[src/rtl/rgb565_hsv_pipe_if.sv]
// Pixel-in / HSV-out signal bundle for rgb565_hsv_pipe; frame statistics
// signals exist only when HSV_FRAMESTAT_EN is defined.
interface rgb565_hsv_pipe_if #(
  parameter int COORD_W = 10
);
  logic               in_valid;
  logic [15:0]        in_rgb;
  logic [COORD_W-1:0] in_x;
  logic [COORD_W-1:0] in_y;
  logic               out_valid;
  logic [COORD_W-1:0] out_x;
  logic [COORD_W-1:0] out_y;
  logic [9:0]         h_out;
  logic [6:0]         s_out;
  logic [6:0]         v_out;
`ifdef HSV_FRAMESTAT_EN
  logic               frame_start;
  logic [18:0]        dark_cnt;
`endif

  modport master (
    output in_valid, in_rgb, in_x, in_y,
`ifdef HSV_FRAMESTAT_EN
    output frame_start,
    input  dark_cnt,
`endif
    input  out_valid, out_x, out_y, h_out, s_out, v_out
  );

  modport slave (
    input  in_valid, in_rgb, in_x, in_y,
`ifdef HSV_FRAMESTAT_EN
    input  frame_start,
    output dark_cnt,
`endif
    output out_valid, out_x, out_y, h_out, s_out, v_out
  );
endinterface

[src/rtl/rgb565_hsv_pipe.sv]
// Streaming RGB565 -> HSV converter, one pixel per clock, latency 3 (4 with OUT_REG=1), no stalls.
// Optional dark-pixel frame statistics enabled by defining HSV_FRAMESTAT_EN.
module rgb565_hsv_pipe #(
  parameter int COORD_W = 10,
  parameter int OUT_REG = 0
) (
  input logic             clk,
  input logic             reset,
  rgb565_hsv_pipe_if.slave px
);

  typedef enum logic [1:0] {SEC_R = 2'd0, SEC_G = 2'd1, SEC_B = 2'd2} sector_t;

  // ceil(65536/d); d=1 kept exact so every product stays bit-exact
  function automatic logic [16:0] recip(input logic [5:0] d);
    logic [16:0] r;
    case (d)
      6'd1:  r = 17'd65536; 6'd2:  r = 17'd32768; 6'd3:  r = 17'd21846; 6'd4:  r = 17'd16384;
      6'd5:  r = 17'd13108; 6'd6:  r = 17'd10923; 6'd7:  r = 17'd9363;  6'd8:  r = 17'd8192;
      6'd9:  r = 17'd7282;  6'd10: r = 17'd6554;  6'd11: r = 17'd5958;  6'd12: r = 17'd5462;
      6'd13: r = 17'd5042;  6'd14: r = 17'd4682;  6'd15: r = 17'd4370;  6'd16: r = 17'd4096;
      6'd17: r = 17'd3856;  6'd18: r = 17'd3641;  6'd19: r = 17'd3450;  6'd20: r = 17'd3277;
      6'd21: r = 17'd3121;  6'd22: r = 17'd2979;  6'd23: r = 17'd2850;  6'd24: r = 17'd2731;
      6'd25: r = 17'd2622;  6'd26: r = 17'd2521;  6'd27: r = 17'd2428;  6'd28: r = 17'd2341;
      6'd29: r = 17'd2260;  6'd30: r = 17'd2185;  6'd31: r = 17'd2115;  6'd32: r = 17'd2048;
      6'd33: r = 17'd1986;  6'd34: r = 17'd1928;  6'd35: r = 17'd1873;  6'd36: r = 17'd1821;
      6'd37: r = 17'd1772;  6'd38: r = 17'd1725;  6'd39: r = 17'd1681;  6'd40: r = 17'd1639;
      6'd41: r = 17'd1599;  6'd42: r = 17'd1561;  6'd43: r = 17'd1525;  6'd44: r = 17'd1490;
      6'd45: r = 17'd1457;  6'd46: r = 17'd1425;  6'd47: r = 17'd1395;  6'd48: r = 17'd1366;
      6'd49: r = 17'd1338;  6'd50: r = 17'd1311;  6'd51: r = 17'd1286;  6'd52: r = 17'd1261;
      6'd53: r = 17'd1237;  6'd54: r = 17'd1214;  6'd55: r = 17'd1192;  6'd56: r = 17'd1171;
      6'd57: r = 17'd1150;  6'd58: r = 17'd1130;  6'd59: r = 17'd1111;  6'd60: r = 17'd1093;
      6'd61: r = 17'd1075;  6'd62: r = 17'd1058;  6'd63: r = 17'd1041;
      default: r = 17'd0;
    endcase
    return r;
  endfunction

  // ---------------- stage 1: channel expansion, max/min, sector ----------------
  logic [5:0] r6, g6, b6, mx, mn, da, db;
  sector_t    sec;

  always_comb begin
    r6 = {px.in_rgb[15:11], px.in_rgb[15]};
    g6 = px.in_rgb[10:5];
    b6 = {px.in_rgb[4:0], px.in_rgb[4]};
    mx = r6;
    if (g6 > mx) mx = g6;
    if (b6 > mx) mx = b6;
    mn = r6;
    if (g6 < mn) mn = g6;
    if (b6 < mn) mn = b6;
    if (r6 == mx) begin
      sec = SEC_R; da = g6; db = b6;
    end else if (g6 == mx) begin
      sec = SEC_G; da = b6; db = r6;
    end else begin
      sec = SEC_B; da = r6; db = g6;
    end
  end

  logic               s1_vld, s1_neg;
  logic [COORD_W-1:0] s1_x, s1_y;
  sector_t            s1_sec;
  logic [5:0]         s1_abs, s1_delta, s1_max;

  always_ff @(posedge clk or posedge reset) begin
    if (reset) begin
      s1_vld   <= 1'b0;
      s1_x     <= '0;
      s1_y     <= '0;
      s1_sec   <= SEC_R;
      s1_neg   <= 1'b0;
      s1_abs   <= '0;
      s1_delta <= '0;
      s1_max   <= '0;
    end else begin
      s1_vld   <= px.in_valid;
      s1_x     <= px.in_x;
      s1_y     <= px.in_y;
      s1_sec   <= sec;
      s1_neg   <= (da < db);
      s1_abs   <= (da < db) ? (db - da) : (da - db);
      s1_delta <= mx - mn;
      s1_max   <= mx;
    end
  end

  // ---------------- stage 2: reciprocal multiplies ----------------
  logic [30:0] prod_h, prod_s, prod_v;

  always_comb begin
    prod_h = 31'(s1_abs) * 31'(60) * 31'(recip(s1_delta));
    prod_s = 31'(s1_delta) * 31'(100) * 31'(recip(s1_max));
    prod_v = 31'(s1_max) * 31'(100) * 31'(recip(6'd63));
  end

  logic               s2_vld, s2_neg, s2_dz, s2_mz;
  logic [COORD_W-1:0] s2_x, s2_y;
  sector_t            s2_sec;
  logic [14:0]        s2_qh, s2_qs, s2_qv;

  always_ff @(posedge clk or posedge reset) begin
    if (reset) begin
      s2_vld <= 1'b0;
      s2_x   <= '0;
      s2_y   <= '0;
      s2_sec <= SEC_R;
      s2_neg <= 1'b0;
      s2_dz  <= 1'b0;
      s2_mz  <= 1'b0;
      s2_qh  <= '0;
      s2_qs  <= '0;
      s2_qv  <= '0;
    end else begin
      s2_vld <= s1_vld;
      s2_x   <= s1_x;
      s2_y   <= s1_y;
      s2_sec <= s1_sec;
      s2_neg <= s1_neg;
      s2_dz  <= (s1_delta == 6'd0);
      s2_mz  <= (s1_max == 6'd0);
      s2_qh  <= 15'(prod_h >> 16);
      s2_qs  <= 15'(prod_s >> 16);
      s2_qv  <= 15'(prod_v >> 16);
    end
  end

  // ---------------- stage 3: hue assembly and clamping ----------------
  logic [15:0] base, h_sum;
  logic [9:0]  h_nxt;
  logic [6:0]  s_nxt, v_nxt;

  always_comb begin
    case (s2_sec)
      SEC_G:   base = 16'd120;
      SEC_B:   base = 16'd240;
      default: base = 16'd0;
    endcase
    // red sector wraps below 0 degrees, so it subtracts from 360
    if (s2_neg && s2_qh != 15'd0)
      h_sum = ((base == 16'd0) ? 16'd360 : base) - {1'b0, s2_qh};
    else
      h_sum = base + {1'b0, s2_qh};
    h_nxt = s2_dz ? 10'd0 : ((h_sum > 16'd359) ? 10'd359 : h_sum[9:0]);
    s_nxt = (s2_dz || s2_mz) ? 7'd0 : ((s2_qs > 15'd100) ? 7'd100 : s2_qs[6:0]);
    v_nxt = (s2_qv > 15'd100) ? 7'd100 : s2_qv[6:0];
  end

  logic               s3_vld;
  logic [COORD_W-1:0] s3_x, s3_y;
  logic [9:0]         s3_h;
  logic [6:0]         s3_s, s3_v;

  always_ff @(posedge clk or posedge reset) begin
    if (reset) begin
      s3_vld <= 1'b0;
      s3_x   <= '0;
      s3_y   <= '0;
      s3_h   <= '0;
      s3_s   <= '0;
      s3_v   <= '0;
    end else begin
      s3_vld <= s2_vld;
      s3_x   <= s2_x;
      s3_y   <= s2_y;
      s3_h   <= h_nxt;
      s3_s   <= s_nxt;
      s3_v   <= v_nxt;
    end
  end

  // ---------------- optional extra output register ----------------
  logic               o_vld;
  logic [COORD_W-1:0] o_x, o_y;
  logic [9:0]         o_h;
  logic [6:0]         o_s, o_v;

  generate
    if (OUT_REG != 0) begin : g_out_reg
      always_ff @(posedge clk or posedge reset) begin
        if (reset) begin
          o_vld <= 1'b0;
          o_x   <= '0;
          o_y   <= '0;
          o_h   <= '0;
          o_s   <= '0;
          o_v   <= '0;
        end else begin
          o_vld <= s3_vld;
          o_x   <= s3_x;
          o_y   <= s3_y;
          o_h   <= s3_h;
          o_s   <= s3_s;
          o_v   <= s3_v;
        end
      end
    end else begin : g_out_direct
      assign o_vld = s3_vld;
      assign o_x   = s3_x;
      assign o_y   = s3_y;
      assign o_h   = s3_h;
      assign o_s   = s3_s;
      assign o_v   = s3_v;
    end
  endgenerate

  assign px.out_valid = o_vld;
  assign px.out_x     = o_x;
  assign px.out_y     = o_y;
  assign px.h_out     = o_h;
  assign px.s_out     = o_s;
  assign px.v_out     = o_v;

`ifdef HSV_FRAMESTAT_EN
  logic [18:0] dark_acc, dark_q, dark_sum;

  // a dark pixel coinciding with frame_start belongs to the closing frame
  always_comb begin
    dark_sum = dark_acc;
    if (o_vld && (o_v < 7'd20) && (dark_acc != 19'h7FFFF))
      dark_sum = dark_acc + 19'd1;
  end

  always_ff @(posedge clk or posedge reset) begin
    if (reset) begin
      dark_acc <= '0;
      dark_q   <= '0;
    end else if (px.frame_start) begin
      dark_q   <= dark_sum;
      dark_acc <= '0;
    end else begin
      dark_acc <= dark_sum;
    end
  end

  assign px.dark_cnt = dark_q;
`endif

endmodule

[src/flat_wrapper.sv]
// flat-port wrapper written by rule: the top's interface ports become plain ports
module rgb565_hsv_pipe_flat 
#(
  parameter int COORD_W = 10,
  parameter int OUT_REG = 0
)
  (clk, reset, px_in_valid, px_in_rgb, px_in_x, px_in_y, px_out_valid, px_out_x, px_out_y, px_h_out, px_s_out, px_v_out);
  rgb565_hsv_pipe_if #(.COORD_W(COORD_W)) px_i ();
  input logic clk;
  input logic reset;
  input wire logic [$bits(px_i.in_valid)-1:0] px_in_valid;
  input wire logic [$bits(px_i.in_rgb)-1:0] px_in_rgb;
  input wire logic [$bits(px_i.in_x)-1:0] px_in_x;
  input wire logic [$bits(px_i.in_y)-1:0] px_in_y;
  output wire logic [$bits(px_i.out_valid)-1:0] px_out_valid;
  output wire logic [$bits(px_i.out_x)-1:0] px_out_x;
  output wire logic [$bits(px_i.out_y)-1:0] px_out_y;
  output wire logic [$bits(px_i.h_out)-1:0] px_h_out;
  output wire logic [$bits(px_i.s_out)-1:0] px_s_out;
  output wire logic [$bits(px_i.v_out)-1:0] px_v_out;
  assign px_i.in_valid = px_in_valid;
  assign px_i.in_rgb = px_in_rgb;
  assign px_i.in_x = px_in_x;
  assign px_i.in_y = px_in_y;
  assign px_out_valid = px_i.out_valid;
  assign px_out_x = px_i.out_x;
  assign px_out_y = px_i.out_y;
  assign px_h_out = px_i.h_out;
  assign px_s_out = px_i.s_out;
  assign px_v_out = px_i.v_out;
  rgb565_hsv_pipe #(.COORD_W(COORD_W), .OUT_REG(OUT_REG)) u_core (.clk(clk), .reset(reset), .px(px_i));
endmodule
[config.mk]
export PLATFORM = sky130hd
export DESIGN_NAME = rgb565_hsv_pipe_flat
export DESIGN_NICKNAME = d
export VERILOG_FILES = /design/src/rtl/rgb565_hsv_pipe_if.sv /design/src/rtl/rgb565_hsv_pipe.sv /design/src/flat_wrapper.sv
export SDC_FILE = /design/constraint.sdc
export NUM_CORES = 1
export LEC_CHECK = 0
export BUFFER_PORTS_ARGS = -buffer_cell sky130_fd_sc_hd__buf_2
export CORE_MARGIN = 8
export CORE_UTILIZATION = 23
export DETAILED_ROUTE_END_ITERATION = 7
export SYNTH_ARGS = -nofsm -noshare
export SYNTH_HDL_FRONTEND = slang
export SYNTH_SLANG_ARGS = --single-unit
[constraint.sdc]
create_clock -name clk -period 22.9 [get_ports clk]
set_clock_uncertainty 0.05 [all_clocks]
set_input_delay 0 -clock clk [delete_from_list [all_inputs] [get_ports clk]]
set_output_delay 0 -clock clk [all_outputs]
set_load 0.1 [all_outputs]
* Yosys cells after proc, flatten, opt, wreduce, memory -nomap -nowiden
Memory sizes are Yosys's and may differ from the RTL's.
Cells that the tools add are included.
** Operators by class
- Multipliers :: 6
- Equality and inequality tests :: 4
- Multiplexer cells :: 19
- Magnitude comparators :: 8
- Add/sub/neg operators :: 5
- Reduce and logical (&&, ||, !) cells :: 6
** Operator list (count)
- $mux 6 :: 9
- $mul 11x17->28 :: 1
- $mul 10x17->27 :: 1
- $mul 11x11->22 const B :: 1
- $mul 6x5->11 const B :: 2
- $mux 7 :: 3
- $mux 10 :: 2
- $lt 6x6->1 :: 3
- $sub 6x6->6 :: 3
- $gt 16x9->1 const B :: 1
- $logic_not 16->1 :: 1
- $mux 16 :: 1
- $pmux 8 s2 :: 1
- $sub 16x13->16 :: 1
- $reduce_bool 15->1 :: 1
- $add 8x13->14 :: 1
- $gt 14x7->1 const B :: 1
- $eq 6x6->1 :: 2
- $gt 6x6->1 :: 2
- $logic_not 6->1 :: 2
- $mul 6x4->10 const B :: 1
- $mux 9 :: 1
- $gt 8x7->1 const B :: 1
- $mux 2 :: 2
- other kinds (4) :: 4
** Storage, ports and cells
- Flip-flop bits (word level) :: 148
- Output and inout bits :: 45
- Input bits :: 39
- Bits in read-only memories :: 2176
- Memories kept :: 2
** Memories
- (no name shown) :: depth 64, bits a word 17, read ports 1, clocked after memory_dff 0, write ports 0, line rgb565_hsv_pipe.sv:17 : case (d)
- (no name shown) :: depth 64, bits a word 17, read ports 1, clocked after memory_dff 0, write ports 0, line rgb565_hsv_pipe.sv:17

* Longest topological paths before layout
Gate-level depths: netlist of the first run.
- Depth in word-level cells :: 9
- Gate-level depth with buffers :: 35

* Least setup slack after synthesis of the first run
No wires, ideal clock.
- Path kind :: reg2reg
- From :: register u_core.s1_delta[2]
- To :: register u_core.s2_qs[13]
- Clock period less this slack :: 8.400 ns
- Required time :: 22.725 ns
- Path slack :: 14.500 ns
- Cell stages (with the launch flop) :: 34
- Setup time :: 0.125 ns
- Data arrival time :: 8.224 ns
- Cell sequence :: dfrtp_1 > buf_2 > buf_2 > inv_1 > buf_1 > ha_1 > ha_1 > ha_1 > inv_1 > fa_1 > inv_1 > a21oi_1 > o21bai_1 > a21o_1 > a21o_1 > xnor2_1 > nor2_1 > fa_1 > inv_1 > fa_1 > fa_1 > fa_1 > inv_1 > fa_1 > ha_1 > a21o_1 > a21o_1 > a21oi_1 > o21ai_0 > a31o_2 > a41o_1 > o41ai_1 > o21bai_1 > xnor2_1
** Between the ends
- Cells in the longest elaborated chain, start to end :: 2
** RTL lines
- start, declared :: line rgb565_hsv_pipe.sv:65 : logic [5:0] s1_abs, s1_delta, s1_max;
- start signal, assigned :: line rgb565_hsv_pipe.sv:84 : s1_delta <= mx - mn;
- $mul 6x5->11 :: line rgb565_hsv_pipe.sv:94 : prod_s = 31'(s1_delta) * 31'(100) * 31'(recip(s1_max));
- $mul 11x17->28 :: line rgb565_hsv_pipe.sv:94
- via u_core.prod_s[29] :: line rgb565_hsv_pipe.sv:90 : logic [30:0] prod_h, prod_s, prod_v;
- end signal, assigned :: line rgb565_hsv_pipe.sv:124 : s2_qs <= 15'(prod_s >> 16);
- end, declared :: line rgb565_hsv_pipe.sv:101 : logic [14:0] s2_qh, s2_qs, s2_qv;
The timed path passes the listed nets, and every way through them passes these cells.

* Worst setup path after layout of the first run
- From :: register u_core.s1_delta[0]
- To :: register u_core.s2_qs[13]
Same word-level chain as after synthesis.

==> results of run 1 <==
worst max-delay path: cells and delay by family, from the launching register on:
family                   cells  cell delay, ns
AO/OA/AOI/OAI               12            2.44
XOR/XNOR                     2            0.78
adder cells (fa/ha/maj)     10            4.23
buffers and inverters        5            0.78
flip-flops                   1            0.90
AND/OR/NAND/NOR              1            0.16
cell families (layout without fill, tap and decap cells):
family                   count (synthesis)  in the layout  share of synthesized area
adder cells (fa/ha/maj)                556            556                      0.417
multiplexers                            39             39                     0.0204
AO/OA/AOI/OAI                          394            394                      0.122
XOR/XNOR                                79             79                     0.0323
other                                    2              3                   0.000350
AND/OR/NAND/NOR                        725            725                      0.153
flip-flops                             148            148                      0.173
buffers and inverters                  462            535                     0.0818
flip-flops by register name, indices dropped and copies added (netlist names):
| register | flops |
|---|---|
| u_core.px.out_valid | 1 |
| u_core.s1_vld | 1 |
| u_core.px.v_out | 7 |
| u_core.px.h_out | 10 |
| u_core.s1_y | 10 |
| u_core.px.out_y | 10 |
| u_core.s2_dz | 1 |
| u_core.s1_max | 6 |
| u_core.s2_qh | 13 |
| u_core.s2_y | 10 |
| u_core.px.s_out | 7 |
| u_core.px.out_x | 10 |
| u_core.s2_mz | 1 |
| u_core.s1_x | 10 |
| u_core.s2_qs | 14 |
| u_core.s2_sec | 2 |
| u_core.s2_x | 10 |
| u_core.s2_qv | 8 |
| u_core.s1_abs | 6 |
| u_core.s1_neg | 1 |
| u_core.s2_neg | 1 |
| u_core.s1_sec | 2 |
| u_core.s1_delta | 6 |
| u_core.s2_vld | 1 |
area by class of cell:
class,count,area share
Clock inverter,14,0.00813
Clock buffer,18,0.0178
Timing Repair Buffer,133,0.0355
Tap cell,1254,0.0649
Sequential cell,148,0.153
Multi-Input combinational cell,1796,0.663
Inverter,370,0.0577
how the worst max path moves through the flow:
| stage | startpoint | endpoint | slack, ns | depth (start not counted) |
|---|---|---|---|---|
| finish | u_core.s1_delta[0] | u_core.s2_qs[13] | 13.41 | 30 |
| global route | u_core.s1_delta[0] | u_core.s2_qs[13] | 12.83 | 30 |
| CTS | u_core.s1_delta[0] | u_core.s2_qs[13] | 13.45 | 30 |
| detailed placement | u_core.s1_delta[0] | u_core.s2_qs[13] | 13.48 | 30 |
| global placement | u_core.s1_delta[3] | u_core.s2_qs[13] | 13.72 | 29 |
| floorplan | u_core.s1_delta[2] | u_core.s2_qs[13] | 14.50 | 33 |
metal layers:
metal / global-route usage / wire length (um) / up-vias
met4: 0.0201 / 541 / 4
met3: 0.0245 / 3590 / 40
met5: 0 / 22 / -
met2: 0.160 / 23100 / 425
li1: - / - / 7969
met1: 0.142 / 24700 / 8101
cell usage in the layout, fill, tap and decap left out, drive strengths merged, types with 14 or more instances in the layout:
cell type and instances:
and2 16, mux2 17, o21bai 14, inv 371, or2 15, dfrtp 148
clkbuf 18, xor2 29, fa 265, nand2b 42, nor2b 34, mux2i 20
nor2 275, a21o 31, nand3 37, ha 291, a31oi 14, o21ai 92
nor4 14, a211oi 17, o21a 30, a21oi 98, buf 106, xnor2 50
and3 21, dlygate4sd3 27, nand2 207, nor3 32
stage by stage:
stage / area (um2) / hold slack (ns) / cells / worst slack, ns
6_report: 24200 / 0.0914 / 3733 / 13.41
5_1_grt: 24200 / 0.0868 / 3733 / 12.83
4_1_cts: 24200 / 0.0796 / 3733 / 13.45
3_5_place_dp: 23300 / 0.0593 / 3674 / 13.48
3_3_place_gp: 23300 / 0.0582 / 3674 / 13.72
2_1_floorplan: 21500 / -0.0186 / 2406 / 14.50
timing repair:
action,CTS,global route
buffers inserted,0,0
endpoints found under the hold margin,96,0
hold buffers,27,0
endpoints found under the setup margin,0,0
==> impl_metrics.ini, run 1 <==
[run_status]
outcome = complete, no violations

[sta]
fin_setup_tns_ns = 0
setup_viol = 0
hold_viol = 0
clock.fmax_mhz = 105
layout_worst_path_cycle_share = 0.414
worst_slew_pin_slew_ns = 1.11
rsz0062_at_grt = false
period_minus_slack_ns = 9.49
slew_violations = 0
relSlewSlack = 0.257

[detailed_routing]
viasPerCell = 4.43
vias = 16500
postRouteAntennaNets = 0
avgRoutedWirePerCell_um = 13.9
drt_iter0_markers = 1222
routed_wirelength_um = 52000
firstDrtPassIters = 6
drcViolationCount = 0

[job]
drv_cap = 0

[yosys]
syn_area_mm2 = 0.0214
synthFlopType = dfrtp_1
ys_seq_area_frac = 0.173
avgSynthCellArea_um2 = 8.92
synth.most_common_cell = inv_1
synth.largest_area_cell = fa_1
synth.cells.most_frequent = inv_1 (365), ha_1 (291), nor2_1 (275)
synth-edff-count = 0
ys_seq_elements = 148
ys_async_sr_fraction = 1.00
ys_types = 81
yosysTopAreaCellShare = 0.247
synthCells = 2405
synth_area_leaders = fa_1 (25%), dfrtp_1 (17%), ha_1 (17%)
ys_warn_count = 0

[hold_path]
hp-class = in2reg
whs_path_depth = 3
worstHoldStart = px_in_rgb[9]
hold_end = u_core.s1_max[4]

[worst_setup_path]
cp_data_required_time_ns = 23.18
arrival_ns = 9.77
slowest_stage = dfrtp_1
r2r-end = u_core.s2_qs[13]
timing.rr.start = u_core.s1_delta[0]
endpoint_kind = register
r2r_cells = 30
worstPathMaxFanout = 25
crit_path_frequent_cell = fa_1
criticalPathCategory = reg2reg
cp-start-kind = register
r2r_slack_ns = 13.41
slowest_delay_ns = 0.90

[global_route]
grt_util_all_layers = 0.102
grt_pass1_wl_um = 86900
grt_pass1_vias = 16600
antenna_found_initial = 2
grt-ovfl-total = 0
grt_max_degree = 79

[layout]
fin_nets = 3061
drive_gt1_frac = 0.0770
multiInputGateArea_mm2 = 0.0160
final_util = 0.260
diodes = 0
fillers = 9981
area_delta_synth_final_pct = 12.7
regArea_mm2 = 0.00370

[clock_network]
ctsResizeCount = 0
cts_tree = yes
cts.sinks = 148
clkLatencyLatePin_ns = 0.46
h-tree-depth = 4
cts_buffers = 17
cts_buffer_depth = 2
clk_pin_slew_worst_paths_ns = 0.07
root_buffer = clkbuf_16

[place]
dp.final_hpwl_um = 41800
io_buffers = 83
gp_congestion = 0.889

[floorplan]
io_pins = 84
dieArea_mm2 = 0.103
die_h_um = 321
initial_core_util = 0.231
die_w_um = 321
core_mm2 = 0.0929
num_rows = 112
Power of run 1 is not shown: default switching activity piles up to over one toggle a cycle in this logic, so the estimate is an artifact.
==> inputs of run 2 (changes only) <==
- clock period: 22.9 -> 8.3 ns (I/O delays scaled with it)
==> run 2 against run 1 <==
  * Core utilization rose by 0.24 points
  * Global-route usage about the same
  * Register-to-register slack lost 13 ns
  * Die area unchanged
  * Critical path depth unchanged
  * Highest routed layer unchanged
==> impl_metrics.ini, run 2 (same netlist as run 1, synthesis figures left out) <==
[detailed_routing]
routed_wirelength_um = 52700
drcViolationCount = 0
vias = 16700
drt_iter0_markers = 1257
viasPerCell = 4.42
avgRoutedWirePerCell_um = 14.0
postRouteAntennaNets = 0
firstDrtPassIters = 6

[global_route]
grt_pass1_vias = 16900
grt_pass1_wl_um = 87300
grt_max_degree = 96
grt-ovfl-total = 0
antenna_found_initial = 8
grt_util_all_layers = 0.102

[layout]
area_delta_synth_final_pct = 13.7
fin_nets = 3093
top_regs = u_core.s2_qs: 14 flops, u_core.s2_qh: 13 flops
fin_cells = 3771
fillers = 9892
regArea_mm2 = 0.00370
drive_gt1_frac = 0.0896
final_common_cell = inv_1
multiInputGateArea_mm2 = 0.0160
layout_common_cells = inv_1 (364), ha_1 (291), nor2_1 (275), fa_1 (265), nand2_1 (206)
regMostFlops = u_core.s2_qs
largest_reg_flops = 14

[worst_setup_path]
slowest_delay_ns = 0.55
arrival_ns = 8.19
endpoint_kind = register
r2r_cells = 30
cp-start-kind = register
criticalPathCategory = reg2reg
slowest_stage = fa_1
crit_path_frequent_cell = fa_1
cp_data_required_time_ns = 8.59
worstPathMaxFanout = 8
r2r_slack_ns = 0.40

[floorplan]
dieArea_mm2 = 0.103
die_w_um = 321
num_rows = 112
io_pins = 84
core_mm2 = 0.0929
initial_core_util = 0.231
die_h_um = 321

[clock_network]
cts_buffer_depth = 2
cts.sinks = 148
clk_pin_slew_worst_paths_ns = 0.07
cts_tree = yes
root_buffer = clkbuf_16
h-tree-depth = 4
cts_buffers = 17
clkLatencyLatePin_ns = 0.46

[job]
drv_cap = 0

[sta]
rsz0062_at_grt = false
hold_viol = 0
slew_violations = 0
fin_hold_ws_ns = 0.0974
relSlewSlack = 0.109
worst_slew_pin_slew_ns = 1.32
setup_viol = 0
fin_setup_tns_ns = 0
clock.fmax_mhz = 127
period_minus_slack_ns = 7.90
layout_worst_path_cycle_share = 0.952

[place]
gp_congestion = 0.847
dp.final_hpwl_um = 42300
io_buffers = 83
dp_cells = 3705

[run_status]
outcome = complete, no violations

[hold_path]
hp-class = in2reg
whs_path_depth = 4
[run 2: layout make-up]
cell class | count | share of cell area
flip-flops and latches | 148 | 0.152
clock inverters | 14 | 0.00605
well taps | 1254 | 0.0643
repair buffers | 165 | 0.0451
multi-input cells | 1796 | 0.657
inverters | 370 | 0.0572
diodes | 6 | 0.000616
clock buffers | 18 | 0.0180
[run 2: layer usage]
metal,routed length [um],part of all wire,up-vias,GRT usage
met4,824,0.016,6,0.0242
met3,3020,0.057,58,0.0210
li1,-,-,8032,-
met2,23700,0.45,423,0.163
met5,37,0.00070,-,0
met1,25100,0.48,8154,0.141
[run 2: worst max-delay path: cells and delay by family (launching register included)]
kind	cells	cell delay [ns]
buffers and inverters	6	0.65
adder cells (fa/ha/maj)	10	4.25
flip-flops	1	0.42
AND/OR/NAND/NOR	1	0.07
XOR/XNOR	2	0.33
AO/OA/AOI/OAI	11	2.02
[run 2: per-stage QoR]
stage | setup slack [ns] | util | cell area (um2)
after floorplan | 0.0446 | - | 21500
after global placement | 0.252 | 0.253 | 23500
after detailed placement | 0.117 | 0.253 | 23500
after CTS | 0.0709 | 0.262 | 24300
after global routing | 0.00466 | 0.262 | 24400
final | 0.396 | 0.262 | 24400
[run 2: path summary, 6_finish.rpt]
check	from	to
min in group asynchronous	reset	u_core.px.out_valid
min reg2reg	u_core.s1_y[6]	u_core.s2_y[6]
min	px_in_rgb[10]	u_core.s1_max[5]
max in group asynchronous	reset	u_core.px.s_out[0]
max	u_core.s1_delta[1]	u_core.s2_qs[13]
max reg2reg	u_core.s1_delta[1]	u_core.s2_qs[13]
[run 2: what timing repair did]
| action | in CTS | in global routing |
|---|---|---|
| buffers inserted | 0 | 1 |
| endpoints found under the setup margin | 0 | 14 |
| gates resized for setup | 0 | 4 |
| hold endpoints to repair | 120 | 0 |
| hold buffers | 27 | 0 |
Power of run 2 is left out for the same reason.
==> inputs of run 3 (changes only) <==
- RECOVER_POWER: unset -> 100
==> run 3 against run 2 <==
  * Sequential share of layout area barely moved
  * Final cell count did not move
  * Critical path depth did not move
  * Highest routed layer unchanged
  * Core utilization fell by 0.071 points
  * Critical path type unchanged
  * Routed wire length barely moved
  * Flip-flop and latch count did not move
  * The run now ends with max-capacitance violations, max-slew violations left
  * Critical endpoint unchanged
  * Fmax barely moved
==> impl_metrics.ini, run 3 (same netlist as run 1, synthesis figures left out) <==
[run_status]
outcome = complete, but fails checks
violations = max-capacitance violations, max-slew violations

[floorplan]
die_h_um = 321
initial_core_util = 0.231
num_rows = 112
io_pins = 84
core_mm2 = 0.0929
die_w_um = 321
dieArea_mm2 = 0.103

[hold_path]
whs_path_depth = 4
worstHoldStart = px_in_rgb[10]
hp-class = in2reg
hold_end = u_core.s1_max[5]

[worst_setup_path]
arrival_ns = 8.19
r2r-end = u_core.s2_qs[13]
endpoint_kind = register
r2r_cells = 30
crit_path_frequent_cell = fa_1
slowest_stage = fa_1
cp-startpoint = u_core.s1_delta[1]
cp-start-kind = register
worstPathMaxFanout = 8
critPathTopFamily = adder cells
timing.rr.start = u_core.s1_delta[1]
criticalPathCategory = reg2reg
cp_data_required_time_ns = 8.58
path_buf_inv = 6
r2r_slack_ns = 0.40
slowest_delay_ns = 0.55

[layout]
fillers = 9914
area_delta_synth_final_pct = 13.4
drive_gt1_frac = 0.0697
layout_common_cells = inv_1 (364), ha_1 (291), nor2_1 (275), fa_1 (265), nand2_1 (206)
largest_reg_flops = 14
fin_nets = 3093
regMostFlops = u_core.s2_qs
final_common_cell = inv_1
multiInputGateArea_mm2 = 0.0160
top_regs = u_core.s2_qs: 14 flops, u_core.s2_qh: 13 flops
regArea_mm2 = 0.00370

[global_route]
antenna_found_initial = 8
grt_pass1_vias = 16900
grt-ovfl-total = 0
grt_pass1_wl_um = 87300
grt_max_degree = 96
grt_util_all_layers = 0.102

[sta]
slew_violations = 151
rsz0062_at_grt = false
hold_viol = 0
setup_viol = 0
fin_setup_tns_ns = 0
layout_worst_path_cycle_share = 0.952
period_minus_slack_ns = 7.90
worst_slew_pin_slew_ns = 4.39
relSlewSlack = -1.94
clock.fmax_mhz = 127

[clock_network]
cts_tree = yes
root_buffer = clkbuf_16
clk_pin_slew_worst_paths_ns = 0.07
cts_buffer_depth = 2
cts.sinks = 148
cts_buffers = 17
clkLatencyLatePin_ns = 0.46
h-tree-depth = 4

[detailed_routing]
routed_wirelength_um = 52700
drcViolationCount = 0
viasPerCell = 4.42
avgRoutedWirePerCell_um = 14.0
vias = 16700
drt_iter0_markers = 1214
firstDrtPassIters = 6
postRouteAntennaNets = 0

[job]
drv_cap = 2

[place]
dp.final_hpwl_um = 42300
io_buffers = 83
gp_congestion = 0.847
run 3: changes by cell type in the layout (fill, tap and decap cells not counted), moves of 5 or more:
cell	delta
buf_2	-48
clkbuf_1	+48
and2_0	+5
and2_1	-5
run 3: routing by layer:
metal,up-vias,share of wire,GRT usage,wire (um)
met5,-,0.00070,0,37
met4,6,0.015,0.0242,789
met3,55,0.061,0.0210,3240
met2,448,0.45,0.163,23700
met1,8130,0.47,0.141,24900
li1,8032,-,-,-
run 3: worst register-to-register path, delay by kind of cell, from the launching register on:
family          cells  cell delay [ns]
fa+ha+maj          10             4.26
buf+inv             6             0.65
compound gates     11             2.02
xor+xnor            2             0.33
flops               1             0.42
simple gates        1             0.07
run 3: how the worst max path moves through the flow:
stage / endpoint / slack (ns) / cells after the start
final: u_core.s2_qs[13] / 0.40 / 30
after floorplan: u_core.s2_qs[13] / 0.04 / 33
after CTS: u_core.s2_qh[12] / 0.07 / 26
after detailed placement: u_core.s2_qh[12] / 0.12 / 26
after global routing: u_core.s2_qs[13] / 0.005 / 28
after global placement: u_core.s2_qh[12] / 0.25 / 26
run 3: timing repair:
item / CTS / global route
endpoints found under the setup margin: 0 / 14
setup buffers: 0 / 1
endpoints found under the hold margin: 120 / 0
resized for setup: 0 / 4
hold buffers: 27 / 0
run 3: layout make-up:
type	instances	area share
antenna	6	0.000617
tap	1254	0.0645
clock inverter	14	0.00607
clock buffer	18	0.0181
timing repair buffer	165	0.0426
sequential	148	0.152
inverter	370	0.0572
multi-input combinational	1796	0.659
run 3: metrics by stage:
step / cell area (um2) / hold WS, ns / setup WS, ns / std cells / util
2_1_floorplan: 21500 / -0.0186 / 0.0446 / 2406 / -
3_3_place_gp: 23500 / 0.0591 / 0.252 / 3705 / 0.253
3_5_place_dp: 23500 / 0.0597 / 0.117 / 3705 / 0.253
4_1_cts: 24300 / 0.0819 / 0.0709 / 3764 / 0.262
5_1_grt: 24300 / 0.111 / 0.00466 / 3769 / 0.262
6_report: 24300 / 0.105 / 0.400 / 3771 / 0.262
Power of run 3 is left out for the same reason.
